$ cat src/rtl/seven_seg_mux_driver_if.sv
// Bundle between the result/BCD logic and the multiplexed seven-segment driver.
// The driver takes the slave modport; whatever feeds it takes master.
interface seven_seg_mux_driver_if #(
   parameter int NUM_DIGITS = 4
);
   logic                    load;
   logic [4*NUM_DIGITS-1:0] digits_in;
   logic [NUM_DIGITS-1:0]   dp_in;
   logic [NUM_DIGITS-1:0]   blank_mask;
   logic                    lz_en;
   logic [6:0]              seg_out;
   logic                    dp_out;
   logic [NUM_DIGITS-1:0]   an_out;
   logic                    frame_done;

   modport master (
      output load, digits_in, dp_in, blank_mask, lz_en,
      input  seg_out, dp_out, an_out, frame_done
   );

   modport slave (
      input  load, digits_in, dp_in, blank_mask, lz_en,
      output seg_out, dp_out, an_out, frame_done
   );
endinterface

$ cat src/rtl/seven_seg_mux_driver.sv
// Time-multiplexed N-digit seven-segment driver with shadow/active digit sets,
// dead time between slots and display updates that only take effect between frames.
module seven_seg_mux_driver #(
   parameter int NUM_DIGITS     = 4,
   parameter int REFRESH_DIV    = 1000,
   parameter int BLANK_CYCLES   = 16,
   parameter int SEG_ACTIVE_LOW = 0,
   parameter int AN_ACTIVE_LOW  = 1
) (
   input  logic                  clk,
   input  logic                  rst,
   seven_seg_mux_driver_if.slave bus
);
   localparam int CNT_W = $clog2(REFRESH_DIV);
   localparam int IDX_W = $clog2(NUM_DIGITS);
   localparam logic [31:0] BLANK_U = BLANK_CYCLES;

   logic [CNT_W-1:0]        cnt_p0;
   logic [IDX_W-1:0]        idx_p0;
   logic [4*NUM_DIGITS-1:0] shd_digits, act_digits;
   logic [NUM_DIGITS-1:0]   shd_dp, act_dp, shd_blank, act_blank;
   logic                    shd_lz, act_lz, pending;

   logic [6:0]              seg_p1;
   logic                    dp_p1;
   logic [NUM_DIGITS-1:0]   an_p1;
   logic                    frame_done_p1;

   function automatic logic [6:0] decode_glyph(input logic [3:0] d);
      logic [6:0] s;
      case (d)
         4'h0: s = 7'b1111110;
         4'h1: s = 7'b0110000;
         4'h2: s = 7'b1101101;
         4'h3: s = 7'b1111001;
         4'h4: s = 7'b0110011;
         4'h5: s = 7'b1011011;
         4'h6: s = 7'b1011111;
         4'h7: s = 7'b1110000;
         4'h8: s = 7'b1111111;
         4'h9: s = 7'b1111011;
         4'hA: s = 7'b1110111;
         4'hB: s = 7'b0011111;
         4'hC: s = 7'b1001110;
         4'hD: s = 7'b0111101;
         4'hE: s = 7'b1001111;
         default: s = 7'b1000111;
      endcase
      return s;
   endfunction

   function automatic logic [7:0] seg_pins(input logic [7:0] s);
      return (SEG_ACTIVE_LOW != 0) ? ~s : s;
   endfunction

   function automatic logic [NUM_DIGITS-1:0] an_pins(input logic [NUM_DIGITS-1:0] a);
      return (AN_ACTIVE_LOW != 0) ? ~a : a;
   endfunction

   logic                  boundary_p0, dead_p0, wrap_p0;
   logic [NUM_DIGITS-1:0] sup_p0, an_onehot_p0;
   logic [3:0]            cur_digit_p0;
   logic                  cur_dp_p0, cur_dark_p0;

   assign wrap_p0     = (cnt_p0 == CNT_W'(REFRESH_DIV - 1));
   assign boundary_p0 = wrap_p0 && (idx_p0 == IDX_W'(NUM_DIGITS - 1));
   assign dead_p0     = (32'(cnt_p0) < BLANK_U);

   // A digit is suppressed when it and every digit above it are zero; digit 0 always shows.
   always_comb begin
      logic zero_above;
      zero_above = 1'b1;
      sup_p0     = '0;
      for (int k = NUM_DIGITS - 1; k >= 1; k--) begin
         zero_above = zero_above & (act_digits[4*k +: 4] == 4'h0);
         sup_p0[k]  = act_lz & zero_above;
      end
   end

   always_comb begin
      cur_digit_p0 = '0;
      cur_dp_p0    = 1'b0;
      cur_dark_p0  = 1'b0;
      an_onehot_p0 = '0;
      for (int k = 0; k < NUM_DIGITS; k++) begin
         if (idx_p0 == IDX_W'(k)) begin
            cur_digit_p0    = act_digits[4*k +: 4];
            cur_dp_p0       = act_dp[k];
            cur_dark_p0     = act_blank[k] | sup_p0[k];
            an_onehot_p0[k] = 1'b1;
         end
      end
   end

   // ---- p0 -> p1: scan state and display sets advance, pin outputs registered ----
   always_ff @(posedge clk) begin
      if (rst) begin
         cnt_p0          <= '0;
         idx_p0          <= '0;
         shd_digits      <= '0;
         shd_dp          <= '0;
         shd_blank       <= '0;
         shd_lz          <= 1'b0;
         act_digits      <= '0;
         act_dp          <= '0;
         act_blank       <= '0;
         act_lz          <= 1'b0;
         pending         <= 1'b0;
         {seg_p1, dp_p1} <= seg_pins(8'h00);
         an_p1           <= an_pins('0);
         frame_done_p1   <= 1'b0;
      end else begin
         if (wrap_p0) begin
            cnt_p0 <= '0;
            idx_p0 <= (idx_p0 == IDX_W'(NUM_DIGITS - 1)) ? '0 : idx_p0 + 1'b1;
         end else begin
            cnt_p0 <= cnt_p0 + 1'b1;
         end

         // A load landing on the boundary bypasses the shadow so it is not a frame late.
         if (bus.load) begin
            shd_digits <= bus.digits_in;
            shd_dp     <= bus.dp_in;
            shd_blank  <= bus.blank_mask;
            shd_lz     <= bus.lz_en;
            if (boundary_p0) begin
               act_digits <= bus.digits_in;
               act_dp     <= bus.dp_in;
               act_blank  <= bus.blank_mask;
               act_lz     <= bus.lz_en;
               pending    <= 1'b0;
            end else begin
               pending    <= 1'b1;
            end
         end else if (boundary_p0 && pending) begin
            act_digits <= shd_digits;
            act_dp     <= shd_dp;
            act_blank  <= shd_blank;
            act_lz     <= shd_lz;
            pending    <= 1'b0;
         end

         {seg_p1, dp_p1} <= seg_pins((dead_p0 || cur_dark_p0) ? 8'h00
                                     : {decode_glyph(cur_digit_p0), cur_dp_p0});
         an_p1           <= an_pins(dead_p0 ? '0 : an_onehot_p0);
         frame_done_p1   <= boundary_p0;
      end
   end

   assign bus.seg_out    = seg_p1;
   assign bus.dp_out     = dp_p1;
   assign bus.an_out     = an_p1;
   assign bus.frame_done = frame_done_p1;
endmodule

$ cat src/flat_wrapper.sv
// flat-port wrapper written by rule: the top's interface ports become plain ports
module seven_seg_mux_driver_flat 
#(
   parameter int NUM_DIGITS     = 4,
   parameter int REFRESH_DIV    = 1000,
   parameter int BLANK_CYCLES   = 16,
   parameter int SEG_ACTIVE_LOW = 0,
   parameter int AN_ACTIVE_LOW  = 1
)
  (clk, rst, bus_load, bus_digits_in, bus_dp_in, bus_blank_mask, bus_lz_en, bus_seg_out, bus_dp_out, bus_an_out, bus_frame_done);
  seven_seg_mux_driver_if #(.NUM_DIGITS(NUM_DIGITS)) bus_i ();
  input  logic clk;
  input  logic rst;
  input wire logic [$bits(bus_i.load)-1:0] bus_load;
  input wire logic [$bits(bus_i.digits_in)-1:0] bus_digits_in;
  input wire logic [$bits(bus_i.dp_in)-1:0] bus_dp_in;
  input wire logic [$bits(bus_i.blank_mask)-1:0] bus_blank_mask;
  input wire logic [$bits(bus_i.lz_en)-1:0] bus_lz_en;
  output wire logic [$bits(bus_i.seg_out)-1:0] bus_seg_out;
  output wire logic [$bits(bus_i.dp_out)-1:0] bus_dp_out;
  output wire logic [$bits(bus_i.an_out)-1:0] bus_an_out;
  output wire logic [$bits(bus_i.frame_done)-1:0] bus_frame_done;
  assign bus_i.load = bus_load;
  assign bus_i.digits_in = bus_digits_in;
  assign bus_i.dp_in = bus_dp_in;
  assign bus_i.blank_mask = bus_blank_mask;
  assign bus_i.lz_en = bus_lz_en;
  assign bus_seg_out = bus_i.seg_out;
  assign bus_dp_out = bus_i.dp_out;
  assign bus_an_out = bus_i.an_out;
  assign bus_frame_done = bus_i.frame_done;
  seven_seg_mux_driver #(.NUM_DIGITS(NUM_DIGITS), .REFRESH_DIV(REFRESH_DIV), .BLANK_CYCLES(BLANK_CYCLES), .SEG_ACTIVE_LOW(SEG_ACTIVE_LOW), .AN_ACTIVE_LOW(AN_ACTIVE_LOW)) u_core (.clk(clk), .rst(rst), .bus(bus_i));
endmodule
$ cat config.mk
export PLATFORM = sky130hd
export DESIGN_NAME = seven_seg_mux_driver_flat
export DESIGN_NICKNAME = d
export VERILOG_FILES = /design/src/rtl/seven_seg_mux_driver_if.sv /design/src/rtl/seven_seg_mux_driver.sv /design/src/flat_wrapper.sv
export SDC_FILE = /design/constraint.sdc
export NUM_CORES = 1
export LEC_CHECK = 0
export ABC_AREA = 1
export CAP_MARGIN = 25
export CORE_MARGIN = 2
export CORE_UTILIZATION = 50
export CTS_CLUSTER_SIZE = 30
export DETAILED_ROUTE_END_ITERATION = 12
export HOLD_SLACK_MARGIN = 0.12
export PLACE_DENSITY_LB_ADDON = 0.08
export SYNTH_ARGS = -nofsm -noshare
export SYNTH_HDL_FRONTEND = slang
export SYNTH_SLANG_ARGS = --single-unit
$ cat constraint.sdc
create_clock -name clk -period 2 [get_ports clk]
set_input_delay 0.2 -clock clk [delete_from_list [all_inputs] [get_ports clk]]
set_output_delay 0.2 -clock clk [all_outputs]
set_load 0.005 [all_outputs]
; ---- Yosys cells after proc, flatten, opt, wreduce, memory -nomap -nowiden
; Memories as Yosys holds them, arrays and structs flattened. A register that Yosys moved wholly into a read port is not among the register bits.
; Cells that the tools add are included.
[word_totals]
reg_bits = 69
mem_bits_ro = 112
in_bits = 28
out_inout_bits = 13
elab_cells = 76
n_memories = 1
[memory_table]
columns = memory, depth, width, read_ports, rd_clocked_by_memory_dff, wr, line_no
row1 = (no name shown), 16, 7, 1, 1, 0, seven_seg_mux_driver.sv:31  ; case (d)
[classes]
add_sub_neg = 2
magnitude_cmp = 1
eq_ne = 5
mux = 33
bitwise = 9
n_reduce_logical = 11
[op_table]
columns = cell, count
row1 = 16-bit two-way mux, 3
row2 = 4-bit two-way mux, 11
row3 = 1-bit two-way mux, 18
row4 = 4-bit logical NOT, 3
row5 = "10-bit by 1-bit adder with 10-bit output, second input constant", 1
row6 = "10-bit == test, second input constant", 1
row7 = "10-bit by 5-bit less-than comparator with 1-bit output, second input constant", 1
row8 = 1-bit bitwise AND, 5
row9 = "2-bit == test, second input constant", 2
row10 = 4-bit NOT, 1
row11 = 2-bit OR reduction, 2
row12 = 1-bit OR, 3
row13 = "2-bit by 1-bit adder with 2-bit output, second input constant", 1
row14 = "2-bit by 1-bit == test with 1-bit output, second input constant", 1
row15 = 1-bit logical AND, 2
row16 = 2-bit logical NOT, 1
row17 = 2-bit two-way mux, 1
row18 = "2-bit by 1-bit inequality test with 1-bit output, second input constant", 1
row19 = 2-bit AND reduction, 1
row20 = 2-bit nonzero test, 1
row21 = 1-bit logical OR, 1

; ---- Logic depth before layout (Yosys ltp)
; Gate-level depths: netlist (run 1).
[depth]
word_depth = 10
depth_mapped = 13
mapped_depth_nobuf = 13

; ---- Worst setup path after synthesis (run 1)
; No wires, ideal clock.
[synth_path]
path_type = register -> register
from = reg u_core.idx_p0[0]
to = reg u_core.seg_p1[5], in the netlist u_core.bus.seg_out[5]
setup_ns = 0.121
arrival_time_ns = 1.875
required_time_ns = 1.879
slack_ns = 0.004
stages_incl_launch_ff = 13
period_less_slack_ns = 1.996
path_cell_list = dfxtp_1 > inv_1 > ha_1 > buf_2 > a21oi_1 > nand2_1 > a21oi_1 > ha_1 > nand3b_1 > nand2_1 > inv_1 > a21oi_1 > nor2_1
[synth_via]
elab_chain_len = 7
word_cells_on_any_way = 14
cone_classes = eq/ne: 3 / mux: 8 / reduce/logical: 3
[synth_rtl]
columns = item, line_no
row1 = "start, declared", seven_seg_mux_driver.sv:19  ; logic [IDX_W-1:0] idx_p0;
row2 = "start signal, assigned", seven_seg_mux_driver.sv:115  ; idx_p0 <= (idx_p0 == IDX_W'(NUM_DIGITS - 1)) ? '0 : idx_p0 + 1'b1;
row3 = 2-bit logical NOT, seven_seg_mux_driver.sv:86  ; if (idx_p0 == IDX_W'(k)) begin
row4 = 1-bit two-way mux (4 in series), seven_seg_mux_driver.sv:86
row5 = 1-bit logical OR, seven_seg_mux_driver.sv:143  ; {seg_p1, dp_p1} <= seg_pins((dead_p0 || cur_dark_p0) ? 8'h00
row6 = 2-bit OR reduction (no source line), --
row7 = "end, declared", seven_seg_mux_driver.sv:24  ; logic [6:0] seg_p1;
; Parallel ways exist; a longest one is shown, timed or not.
; A chain may end at the register's enable or synchronous reset.

; ---- Final worst setup path (run 1)
; Ends and elaborated chain as after synthesis.

==> results of run 1 <==
## layout make-up
class,count,area [µm²],area share
flip-flops and latches,76,1530,0.372
inverters,27,106,0.0259
repair buffers,53,523,0.127
clock buffers,11,131,0.0320
multi-input cells,316,1670,0.407
well taps,77,96.3,0.0234
clock inverters,5,52.6,0.0128
## state kept, by name, summed over array words and instances, names as in the netlist, 7 cells and up
register            count
u_core.shd_digits      16
u_core.act_digits      16
u_core.cnt_p0          10
u_core.bus.seg_out      7
## layer usage
metal,track usage,share of wire
met1,0.249,0.51
met3,0.0337,0.031
met4,0.105,0.023
met5,0,0
met2,0.307,0.44
## through the flow
step           hold slack (ps)  power, mW  setup TNS [ps]
3_3_place_gp               431       1.77               0
4_1_cts                    448       2.88               0
3_5_place_dp               437       1.77               0
2_1_floorplan              367       1.69               0
5_1_grt                    471       2.96           -15.6
6_report                   448       2.86               0
## cell usage after synthesis (all sizes together)
cell type  count
buf           12
or2            1
o211ai         1
a21oi         21
a31oi          1
nand3         19
clkbuf         4
nand2        108
nand4          3
xnor2          1
nand3b         1
inv           27
and2           1
dfxtp         76
o21ai          5
o21a           2
a21boi         1
nor2         106
ha            12
nor3b          2
nor3           5
mux2i         26
## final timing paths
check / from / to / slack, ps / depth (start not counted)
worst max register to register: u_core.idx_p0[0] / u_core.bus.seg_out[5] / 90 / 11
worst max-delay path: u_core.idx_p0[0] / u_core.bus.seg_out[5] / 90 / 11
worst min register to register: u_core.cnt_p0[0] / u_core.cnt_p0[0] / 450 / 1
worst min-delay path: u_core.cnt_p0[0] / u_core.cnt_p0[0] / 450 / 1
## cell usage in the layout (no fill, tap or decap), types with 2 or more instances in the layout
| master | synthesis | final |
|---|---|---|
| nand4_1 | 2 | 2 |
| inv_4 | 0 | 2 |
| dfxtp_4 | 0 | 2 |
| nor3b_1 | 2 | 2 |
| clkbuf_1 | 3 | 2 |
| ha_2 | 0 | 2 |
| nand2_1 | 102 | 101 |
| dfxtp_1 | 76 | 74 |
| ha_1 | 12 | 8 |
| o21a_1 | 2 | 2 |
| a21oi_2 | 0 | 6 |
| clkbuf_8 | 1 | 9 |
| buf_12 | 0 | 2 |
| mux2i_1 | 26 | 26 |
| clkinv_2 | 0 | 3 |
| nor2_1 | 105 | 105 |
| nor3_1 | 4 | 4 |
| nand3_1 | 19 | 19 |
| a21oi_1 | 21 | 15 |
| clkdlybuf4s50_1 | 0 | 40 |
| nand2_2 | 6 | 7 |
| ha_4 | 0 | 2 |
| o21ai_0 | 5 | 5 |
| inv_1 | 25 | 24 |
| buf_4 | 0 | 11 |
## logic make-up (layout without fill, tap and decap cells)
group                    after synthesis  count (layout)  synth area share
AND/OR/NAND/NOR                      246             246             0.306
adder cells (fa/ha/maj)               12              12            0.0447
multiplexers                          26              26            0.0776
AO/OA/AOI/OAI                         31              31            0.0496
flip-flops                            76              76             0.453
buffers and inverters                 43              96            0.0664
XOR/XNOR                               1               1           0.00261
## where the power goes
group / internal [mW] / switching (mW) / total, mW / leakage, nW
Combinational: 0.0957 / 0.0818 / 0.178 / 1.09
Clock: 0.571 / 0.552 / 1.12 / 0.0931
Sequential: 1.55 / 0.0109 / 1.56 / 0.620
Total: 2.21 / 0.645 / 2.86 / 1.80
## what timing repair did
item / 4_1_cts / 5_1_grt
pin swaps: 0 / 5
setup endpoints to repair: 2 / 7
gates resized for setup: 3 / 18
==> flow_metrics.tcl, run 1 <==
set metrics [dict create \
    tightest_slew_ps 423 \
    leakage_nw 1.80 \
    synthCells 435 \
    grt_max_degree 41 \
    skew_ps 8.42 \
    drt_wl_total_um 6700 \
    worst_slack_ps 90.1 \
    io_buffers 40 \
    htree_levels 3 \
    hp-class "flip-flop to flip-flop" \
    layout-drive-gt1-share 0.111 \
    antennaDiodeCount 0 \
    path_class "flip-flop to flip-flop" \
    drtPass1Iterations 4 \
    relSlewSlack 0.715 \
    cp_slowest_cell "dfxtp_4" \
    start_kind "flip-flop" \
    insertion_delay_ps 340 \
    core_um2 6420 \
    io_pins 41 \
    finalHoldViolations 0 \
    yosysTopAreaCellShare 0.453 \
    final_cell_area_um2 4110 \
    ys_seq_elements 76 \
    yosys_warnings 0 \
    overflow 0 \
    cp.required_ps 2220 \
    grt_usage 0.193 \
    postRouteAntennaNets 0 \
    synth.avg_cell_area_um2 7.71 \
    clockBufferDepth 2 \
    period_share 0.955 \
    worstPathArrival_ps 2130 \
    synth.largest_area_cell "dfxtp_1" \
    vias_per_cell 4.91 \
    status "finished, final reports clean" \
    ir_worst_vdd_mv 0.535 \
    crit_top_cell "a21oi_2" \
    die_x_um 85.9 \
    setup_violations 0 \
    cts_setup_buffers 0 \
    gp_congestion 0.885 \
    worst-path-buf-inv 2 \
    synth_area_leaders "dfxtp_1, nor2_1, nand2_1, mux2i_1, ha_1" \
    drc 0 \
    die_h_um 85.9 \
    preCtsSetupSlack_ps 41.7 \
    finalCriticalPeriod_ps 1910 \
    fmax_ghz 0.524 \
    synth_nets 475 \
    antenna_found_initial 0 \
    stdcell_count 565 \
    maxSlewViolCount 0 \
    synth_cell_types 30 \
    hold_buffers 0 \
    initial_core_util 0.523 \
    first_global_vias 2619 \
    path_cells "inv_1 -> ha_4 -> a21oi_2 -> nand2_1 -> a21oi_2 -> ha_1 -> nand3b_1 -> nand2_1 -> inv_1 -> a21oi_2 -> nor2_1" \
    dp_cells 549 \
    place_area_um2 3850 \
    clkSinkCount 76 \
    drt_iter0_drc 120 \
    crit_family "adder cells" \
    clkTransAtPathRegs_ps 80 \
    rows 29 \
    fill_cells 577 \
    vias 2772 \
    grt_pass1_wl_um 11400 \
    fin_nets 523 \
    die-area_um2 7380 \
    cts_tree "done" \
    p_per_area_nw_per_um2 695 \
    slowest_delay_ps 380 \
    final_util 0.640 \
    synth_area_um2 3360 \
    seq_area_frac_synth 0.453 \
    crit_fanout 6 \
    drv_cap 0 \
    cts_root_buf "clkbuf_8" \
    endpoint_kind "flip-flop" \
    area_growth_pct 22.4 \
    routedWlPerCell_um 11.9 \
    cts_buffers 9 \
    dp_hpwl_um 4700 \
]
(Power assumes the default switching activity.)
==> inputs of run 2 (changes only) <==
--- a/config.mk
+++ b/config.mk
@@ -6,7 +6,6 @@
 export NUM_CORES = 1
 export LEC_CHECK = 0
 export ABC_AREA = 1
-export CAP_MARGIN = 25
 export CORE_MARGIN = 2
 export CORE_UTILIZATION = 50
 export CTS_CLUSTER_SIZE = 30
==> results of run 2 <==
Same layout as run 1: the final DEF is identical, and so are final timing and power.
